$ cat config.mk
export PLATFORM = sky130hd
export DESIGN_NAME = uart_mem_bridge
export DESIGN_NICKNAME = d
export VERILOG_FILES = /design/src/rtl/uart_mem_bridge_pkg.sv /design/src/rtl/uart_mem_bridge_timer.sv /design/src/rtl/uart_mem_bridge.sv
export SDC_FILE = /design/constraint.sdc
export NUM_CORES = 1
export LEC_CHECK = 0
export BUFFER_PORTS_ARGS = -buffer_cell sky130_fd_sc_hd__buf_2
export CAP_MARGIN = 20
export CORE_UTILIZATION = 60
export CTS_BUF_LIST = sky130_fd_sc_hd__clkbuf_4
export CTS_CLUSTER_SIZE = 10
export DETAILED_ROUTE_END_ITERATION = 12
export MAX_ROUTING_LAYER = met4
export PLACE_DENSITY = 0.87
export SYNTH_ARGS = -nofsm -noshare
export SYNTH_HDL_FRONTEND = slang
export SYNTH_SLANG_ARGS = --single-unit
$ cat constraint.sdc
create_clock -name clk -period 2.22 [get_ports clk]
set_input_delay 0.111 -clock clk [delete_from_list [all_inputs] [get_ports clk]]
set_output_delay 0.111 -clock clk [all_outputs]
set_load 0.01 [all_outputs]
$ cat src/rtl/uart_mem_bridge_pkg.sv
// ---------------------------------------------------------------------------
// uart_mem_bridge_pkg
// Shared definitions for the UART-to-memory command bridge: protocol command
// and response bytes, the FSM state type, and small decode helpers.
// ---------------------------------------------------------------------------
package uart_mem_bridge_pkg;

   // Command bytes (first byte of a command)
   localparam logic [7:0] CMD_PING  = 8'h50;   // 'P'
   localparam logic [7:0] CMD_WRITE = 8'h57;   // 'W'
   localparam logic [7:0] CMD_READ  = 8'h52;   // 'R'

   // Response bytes
   localparam logic [7:0] RSP_ACK = 8'h4B;     // 'K'
   localparam logic [7:0] RSP_NAK = 8'h3F;     // '?'
   localparam logic [7:0] RSP_ERR = 8'h21;     // '!'

   typedef enum logic [3:0] {
      S_IDLE  = 4'd0,
      S_ADDRH = 4'd1,
      S_ADDRL = 4'd2,
      S_LEN   = 4'd3,
      S_WDATA = 4'd4,
      S_WMEM  = 4'd5,
      S_RMEM  = 4'd6,
      S_RCAP  = 4'd7,
      S_RSEND = 4'd8,
      S_REPLY = 4'd9
   } state_e;

   // A length byte of zero encodes a 256-byte transfer.
   function automatic logic [8:0] len_decode(input logic [7:0] n);
      return (n == 8'd0) ? 9'd256 : {1'b0, n};
   endfunction

   // States in which a received byte may be consumed.
   function automatic logic is_accept_state(input state_e s);
      case (s)
         S_IDLE, S_ADDRH, S_ADDRL, S_LEN, S_WDATA: return 1'b1;
         default:                                  return 1'b0;
      endcase
   endfunction

   // States in which the inter-byte timeout is armed (mid-command waits).
   function automatic logic is_timed_state(input state_e s);
      case (s)
         S_ADDRH, S_ADDRL, S_LEN, S_WDATA: return 1'b1;
         default:                          return 1'b0;
      endcase
   endfunction

endpackage

$ cat src/rtl/uart_mem_bridge_timer.sv
// ---------------------------------------------------------------------------
// uart_mem_bridge_timer
// Inter-byte idle counter. Counts enabled cycles since the last clear and
// flags expiry once TIMEOUT idle cycles have elapsed. Disabling the timer
// also returns it to zero, so it only ever measures one contiguous wait.
// Ports:
//   clk, reset  - clock, asynchronous active-high reset
//   clear_i     - restart the count (a byte was consumed)
//   enable_i    - count this cycle
//   expired_o   - TIMEOUT idle cycles reached while enabled
// ---------------------------------------------------------------------------
module uart_mem_bridge_timer #(
   parameter logic [23:0] TIMEOUT = 24'd1_000_000
) (
   input  logic clk,
   input  logic reset,
   input  logic clear_i,
   input  logic enable_i,
   output logic expired_o
);

   localparam int CW = $clog2({8'd0, TIMEOUT} + 32'd1);
   localparam logic [CW-1:0] LIMIT = CW'(TIMEOUT);

   logic [CW-1:0] count_q;
   logic [CW-1:0] count_d;

   // Next count: saturate at LIMIT so expiry stays asserted until acted upon.
   always_comb begin
      count_d = count_q;
      if (clear_i || !enable_i) begin
         count_d = '0;
      end else if (count_q != LIMIT) begin
         count_d = count_q + CW'(1);
      end else begin
         count_d = count_q;
      end
   end

   // Count register.
   always_ff @(posedge clk or posedge reset) begin
      if (reset) begin
         count_q <= '0;
      end else begin
         count_q <= count_d;
      end
   end

   assign expired_o = enable_i && (count_q == LIMIT);

endmodule

$ cat src/rtl/uart_mem_bridge.sv
// ---------------------------------------------------------------------------
// uart_mem_bridge
// Serial loader / debug monitor. Decodes P (ping), W (write) and R (read)
// commands arriving from the UART core, performs byte accesses on the system
// memory bus while holding the CPU off the bus, and returns replies through
// the UART transmitter.
// Ports:
//   clk, reset                     - clock, asynchronous active-high reset
//   uart_q/rxvalid/rxoverr/rxframeer - received byte and its status
//   uart_rd                        - consume received byte (same cycle)
//   uart_d/uart_wr/uart_txrdy      - transmit byte, start strobe, tx idle
//   mem_addr/wdata/we/re/rdata     - memory bus; rdata valid 1 cycle after re
//   cpu_halt                       - bridge owns the bus during W/R commands
// ---------------------------------------------------------------------------
module uart_mem_bridge
   import uart_mem_bridge_pkg::*;
#(
   parameter logic [23:0] TIMEOUT = 24'd1_000_000
) (
   input  logic        clk,
   input  logic        reset,
   input  logic [7:0]  uart_q,
   input  logic        uart_rxvalid,
   input  logic        uart_rxoverr,
   input  logic        uart_rxframeer,
   output logic        uart_rd,
   output logic [7:0]  uart_d,
   output logic        uart_wr,
   input  logic        uart_txrdy,
   output logic [15:0] mem_addr,
   output logic [7:0]  mem_wdata,
   output logic        mem_we,
   output logic        mem_re,
   input  logic [7:0]  mem_rdata,
   output logic        cpu_halt
);

   state_e      state_q;
   logic        is_read_q;
   logic [8:0]  count_q;
   logic        rd_block_q;
   logic [7:0]  uart_d_q;
   logic [15:0] mem_addr_q;
   logic [7:0]  mem_wdata_q;
   logic        mem_we_q;
   logic        mem_re_q;
   logic        cpu_halt_q;

   logic consume_s;
   logic rx_err_s;
   logic timer_en_s;
   logic expired_s;

   // rd_block_q masks rxvalid for the cycle after a consume, while the core
   // is still clearing it; it resets high so uart_rd is low during reset.
   assign consume_s  = is_accept_state(state_q) && uart_rxvalid && !rd_block_q;
   assign rx_err_s   = uart_rxframeer || uart_rxoverr;
   assign timer_en_s = is_timed_state(state_q);

   // Each transmit state leaves on its strobe, and the core drops txrdy after
   // a strobe, so uart_wr can never be high on two consecutive cycles.
   assign uart_rd   = consume_s;
   assign uart_wr   = ((state_q == S_REPLY) || (state_q == S_RSEND)) && uart_txrdy;
   assign uart_d    = uart_d_q;
   assign mem_addr  = mem_addr_q;
   assign mem_wdata = mem_wdata_q;
   assign mem_we    = mem_we_q;
   assign mem_re    = mem_re_q;
   assign cpu_halt  = cpu_halt_q;

   uart_mem_bridge_timer #(
      .TIMEOUT (TIMEOUT)
   ) u_timer (
      .clk       (clk),
      .reset     (reset),
      .clear_i   (consume_s),
      .enable_i  (timer_en_s),
      .expired_o (expired_s)
   );

   // Command FSM with its registered outputs.
   always_ff @(posedge clk or posedge reset) begin
      if (reset) begin
         state_q     <= S_IDLE;
         is_read_q   <= 1'b0;
         count_q     <= 9'd0;
         rd_block_q  <= 1'b1;
         uart_d_q    <= 8'h00;
         mem_addr_q  <= 16'h0000;
         mem_wdata_q <= 8'h00;
         mem_we_q    <= 1'b0;
         mem_re_q    <= 1'b0;
         cpu_halt_q  <= 1'b0;
      end else begin
         rd_block_q <= consume_s;
         mem_we_q   <= 1'b0;
         mem_re_q   <= 1'b0;
         case (state_q)
            S_IDLE: begin
               if (consume_s) begin
                  // A bad byte is answered with '!' whatever its value.
                  if (rx_err_s) begin
                     uart_d_q <= RSP_ERR;
                     state_q  <= S_REPLY;
                  end else begin
                     case (uart_q)
                        CMD_PING: begin
                           uart_d_q <= RSP_ACK;
                           state_q  <= S_REPLY;
                        end
                        CMD_WRITE: begin
                           is_read_q  <= 1'b0;
                           cpu_halt_q <= 1'b1;
                           state_q    <= S_ADDRH;
                        end
                        CMD_READ: begin
                           is_read_q  <= 1'b1;
                           cpu_halt_q <= 1'b1;
                           state_q    <= S_ADDRH;
                        end
                        default: begin
                           uart_d_q <= RSP_NAK;
                           state_q  <= S_REPLY;
                        end
                     endcase
                  end
               end
            end
            S_ADDRH, S_ADDRL, S_LEN, S_WDATA: begin
               if (consume_s) begin
                  if (rx_err_s) begin
                     uart_d_q <= RSP_ERR;
                     state_q  <= S_REPLY;
                  end else begin
                     case (state_q)
                        S_ADDRH: begin
                           mem_addr_q[15:8] <= uart_q;
                           state_q          <= S_ADDRL;
                        end
                        S_ADDRL: begin
                           mem_addr_q[7:0] <= uart_q;
                           state_q         <= S_LEN;
                        end
                        S_LEN: begin
                           count_q <= len_decode(uart_q);
                           if (is_read_q) begin
                              mem_re_q <= 1'b1;
                              state_q  <= S_RMEM;
                           end else begin
                              state_q <= S_WDATA;
                           end
                        end
                        S_WDATA: begin
                           mem_wdata_q <= uart_q;
                           mem_we_q    <= 1'b1;
                           state_q     <= S_WMEM;
                        end
                        default: begin
                           cpu_halt_q <= 1'b0;
                           state_q    <= S_IDLE;
                        end
                     endcase
                  end
               end else if (expired_s) begin
                  // Silent abort: host stopped mid-command.
                  cpu_halt_q <= 1'b0;
                  state_q    <= S_IDLE;
               end
            end
            S_WMEM: begin
               // Write strobe is on the bus this cycle; advance past it.
               mem_addr_q <= mem_addr_q + 16'd1;
               count_q    <= count_q - 9'd1;
               if (count_q == 9'd1) begin
                  uart_d_q <= RSP_ACK;
                  state_q  <= S_REPLY;
               end else begin
                  state_q <= S_WDATA;
               end
            end
            S_RMEM: begin
               state_q <= S_RCAP;
            end
            S_RCAP: begin
               uart_d_q <= mem_rdata;
               state_q  <= S_RSEND;
            end
            S_RSEND: begin
               if (uart_wr) begin
                  mem_addr_q <= mem_addr_q + 16'd1;
                  count_q    <= count_q - 9'd1;
                  if (count_q == 9'd1) begin
                     cpu_halt_q <= 1'b0;
                     state_q    <= S_IDLE;
                  end else begin
                     mem_re_q <= 1'b1;
                     state_q  <= S_RMEM;
                  end
               end
            end
            S_REPLY: begin
               if (uart_wr) begin
                  cpu_halt_q <= 1'b0;
                  state_q    <= S_IDLE;
               end
            end
            default: begin
               cpu_halt_q <= 1'b0;
               state_q    <= S_IDLE;
            end
         endcase
      end
   end

endmodule
Word level (Yosys, flattened, before mapping)
Cells that the tools add are included.

Register bits after elaboration: 70. Input bits: 22. Output and inout port bits: 37. Logic and storage cells: 133.

Add/sub/neg operators: 3. Equal/unequal tests: 32. Multiplexer cells: 57. Bitwise logic cells: 2. Reductions and logical operators: 27.

Operators by type and width (number): $mux 8 (7); $mux 16 (3); $pmux 16 s3 (1); $mux 9 (5); $mux 20 (2); $mux 4 (9); $pmux 8 s4 (1); $pmux 4 s7 (1); $pmux 9 s3 (1); $eq 8x7->1 const B (3); $add 20x1->20 const B (1); $eq 20x20->1 const B (1); $mux 1 (20); $ne 20x20->1 const B (1); $add 16x1->16 const B (1); $eq 4x3->1 const B (4); $ne 2x2->1 const B (8); $pmux 8 s2 (1); $reduce_and 5->1 (3); $ne 2x1->1 const B (7); $pmux 3 s4 (1); $reduce_and 4->1 (3); $eq 9x1->1 const B (1); $reduce_and 9->1 (1); other kinds (24) (35).

Depth between registers and ports, before layout
Depth after elaboration: 7. Mapped depth: 8. Mapped depth without buffers: 7.

Modules after synthesis
Synthesis repeated with hierarchy kept, for this count alone.

Cells, all modules: 457. Area total of the unflattened synthesis: 4217.8 µm².

Modules (own cells, without submodules): uart_mem_bridge (times used 1, cells each 338, area an instance 3108.0 µm², sequential area each 1252.5 µm²); uart_mem_bridge_timer (times used 1, cells each 119, area an instance 1109.8 µm², sequential area each 500.5 µm²).

Worst setup path before layout
No wires, ideal clock.

Path type: reg2reg. Start point: register state_q[2]. End point: register count_q[1]. Library setup time: 0.125 ns. Arrival: 1.850 ns. Required time: 2.095 ns. Slack: 0.245 ns. Cell stages (with the launch flop): 7. Buffers on the path: 1. Clock period less this slack: 1.975 ns. Cell sequence: dfrtp_1 > or4b_4 > or2_0 > o211ai_2 > or2_1 > buf_6 > mux2_4.

Word-level cells in the longest chain between the ends: 7. Elaborated cells on any way between the ends: 22. Classes of those cells: eq/ne (11); mux (2); reduce/logical (9).

RTL lines: start: declaration (line uart_mem_bridge.sv:38) `state_e state_q;`; start signal: assignment (line uart_mem_bridge.sv:84) `state_q <= S_IDLE;`; start signal: assignment (line uart_mem_bridge.sv:104) `state_q <= S_REPLY;`; start signal: assignment (line uart_mem_bridge.sv:109) `state_q <= S_REPLY;`; $eq 4x1->1, or another cell as far along (line uart_mem_bridge_pkg.sv:38, uart_mem_bridge.sv:98); $reduce_or 5->1 (line uart_mem_bridge_pkg.sv:38) `case (s)`; $mux 1 (line uart_mem_bridge_pkg.sv:38); $logic_and 1x1->1 (2 in a row) (line uart_mem_bridge.sv:56) `assign consume_s = is_accept_state(state_q) && uart_rxvalid && !rd_block_q;`; $ne 2x1->1 (no line); $reduce_and 5->1 (no line); end signal: assignment (line uart_mem_bridge.sv:145) `count_q <= len_decode(uart_q);`; end signal: assignment (line uart_mem_bridge.sv:173) `count_q <= count_q - 9'd1;`; end signal: assignment (line uart_mem_bridge.sv:191) `count_q <= count_q - 9'd1;`; end: declaration (line uart_mem_bridge.sv:40) `logic [8:0] count_q;`.

Several ways; a longest one is shown, not always the timed one. A chain may end at the register's enable or synchronous reset.

Worst setup path in the final report
Start point: register state_q[3]. End point: register count_q[1].

The elaborated chain is that of the path after synthesis.

==> run metrics <==
status=completed; worst path bufs/invs=0; Finished Cell Area=5020 um^2; metal3 WL=just over 1000 um; crit path capture type=register; Mapped Cells=455; Final setup viols=0; DRC viols=0; area share of the largest cell type after synthesis=0.421; cell with the most instances after synthesis=dfrtp_1; hold depth=3; routed wire length=between 10000 and 15000 um; full die area=7180 um^2; Primary FF master, synth=dfrtp_1; Critical Path AT=2.51 ns; Synth top cells by count=69 x dfrtp_1, 53 x nor2_1, 49 x nand2_1; final hold vios=0; drt pass-1 iters=8; worst skew pair latency=0.44 ns; Non-Filler Instances=roughly 630; setup TNS=0 ns; Die W=84.7 um; YS warnings=0; FF-to-FF setup slack=~0.040 ns; Max-cap violations=0; Placement Setup Slack=between 0.06 and 0.07 ns; placed instance area=~4700 um^2; Hold Path End=mem_wdata[3]; top-level I/O count=59; Worst-path clk slew=0.13 ns; post-synth net total=~480; Routed Antenna Nets=0; worst-path fanout max=9; 1st-iter DRT viols=roughly 370; Final period util=0.982; Crit Path Class=register to register; post-synthesis sequential area ratio=0.427; Worst-Margin Slew=roughly 0.65 ns; CTS tree=yes; Final HPWL DP=about 7900 um; Num CTS Buffers=9; met1 wire length=4720 um; diode count=0; min Tclk post-route=2.18 ns; number of synthesized flops with an enable pin=0; met2 WL=about 5400 um; Starting Density=0.636; distinct cell type count of the synthesized netlist=72; Post-Syn Area=slightly above 4000 um^2; Mapped Avg Cell Area=9.02 um^2; Vias=4088; WP data required=2.55 ns; Hold WC Path Type=input port to register; Nets=579; Max Slew Vio Count=0; RR Startpoint=state_q[3]; uppermost layer routed=met4; Worst R2R Path Depth=5; Hold Worst Slack=0.0168 ns; LEAKAGE=2.25 nW; die height=84.7 um; Yosys top cell by area=dfrtp_1; Synth area leaders=dfrtp_1 42%, nor2_1 4.8%, nand2_1 4.5%, xor2_1 2.8%, nor3_1 2.4%; Hold Startpoint=uart_q[3]; Core ar.=between 6000 and 7000 um^2; Pwr Density=approximately 1300 nW/um^2; Worst Skew=0.0120 ns; worst path cell trace=or4b_4 > or2_0 > o211ai_2 > or2_1 > mux2_4; share of cells above drive strength 1=0.257; flop and latch count out of synthesis=70; CTS HTree Levels=3; RR Endpoint=count_q[1]; DP Cell Count=605; clk buf depth=2; Async SR Flop Fraction=1.00; routed len/inst=18.1 um; Final Util=0.777; Max VDD drop=0.00103 V; clock root cell=clkbuf_4; Achievable Freq=459 MHz; post-route setup slack=between 0.04 and 0.05 ns; gpl congestion=roughly 0.98; CP startpoint kind=register; CP top delay family=simple AND/OR/NAND/NOR gates; CP max-delay cell=dfrtp_1; grt ovf=0; Port Buffer Count=58; max incr delay on CP=0.52 ns; Site Rows=29; pin count of the biggest net entering global routing=32; vias per cell=6.45; CTS sink cnt=70; gr usage total=0.337; Area Overhead vs Synth=22.3%; initial antenna violation count=0; power consumption=6.38 mW; relative slew slack=0.563; vias in the first global route=3763; global-route wire length before repair=18300 um
-- cell families (layout without fill, tap and decap cells) --
logic type,count (synthesis),after routing,share of synthesized area
AO/OA/AOI/OAI,106,107,0.181
XOR/XNOR,18,18,0.0384
adder cells (fa/ha/maj),5,5,0.0152
buffers and inverters,38,139,0.0433
flip-flops,70,70,0.427
multiplexers,14,14,0.0411
AND/OR/NAND/NOR,204,204,0.254
-- state kept, by name (all words and copies together) (netlist names) --
signal and cells:
rd_block_q 1, mem_re 1, count_q 9, u_timer.count_q 20, mem_we 1, uart_d 8, state_q 4, is_read_q 1
cpu_halt 1, mem_wdata 8, mem_addr 16
-- tightest hold or removal path, stage by stage --
cell	delay [ns]
buf_2	0.17
nand2_1	0.08
nand2_1	0.06
-- cells in the final DEF (no fill, tap or decap), types with 5 or more instances in the layout --
master / n
inv_1: 14
o21ai_1: 5
nand3_1: 16
mux2_2: 6
a2bb2oi_1: 6
a31oi_1: 15
a21oi_1: 15
nor3_1: 20
dfrtp_1: 69
o21ai_0: 15
dlygate4sd3_1: 10
and3_1: 5
xnor2_1: 5
nor4_1: 10
clkbuf_4: 9
o31ai_1: 9
nand2_1: 49
buf_2: 58
ha_1: 5
buf_4: 37
o22a_1: 7
xor2_1: 13
nor2_1: 53
nand4_1: 10
-- power breakdown --
group	switching [mW]	total, mW	internal, mW	leakage (nW)
combinational	1.85	3.28	1.42	1.28
sequential	0.428	2.09	1.66	0.882
clock	0.544	1.01	0.470	0.0875
-- area by class of cell --
| class | count | area, um^2 |
|---|---|---|
| tap | 77 | 96.3 |
| inverter | 16 | 60.1 |
| clock inverter | 7 | 103 |
| clock buffer | 9 | 67.6 |
| sequential | 70 | 1750 |
| fill | 434 | 1440 |
| multi-input combinational | 348 | 2230 |
| timing repair buffer | 107 | 708 |
-- layer usage --
layer	vias up	GRT usage
li1	1866	-
met3	35	0.0619
met5	-	-
met4	0	0.143
met1	1942	0.434
met2	245	0.525
-- what timing repair did --
item / CTS / global route
gates resized for setup: 0 / 5
endpoints found under the hold margin: 56 / 0
hold buffers: 10 / 0
setup endpoints to repair: 0 / 17
setup buffers: 0 / 2
-- how the worst max path moves through the flow --
stage,from,slack (ns),to,cells past startpoint
after floorplan,state_q[2],0.25,count_q[1],6
after global placement,state_q[3],0.1,mem_addr[14],4
after detailed placement,state_q[3],0.06,mem_addr[12],4
after CTS,state_q[3],0.05,count_q[6],5
after global routing,u_timer.count_q[15],-0.02,cpu_halt,5
final,state_q[3],0.04,count_q[1],5
(Power assumes the default switching activity.)
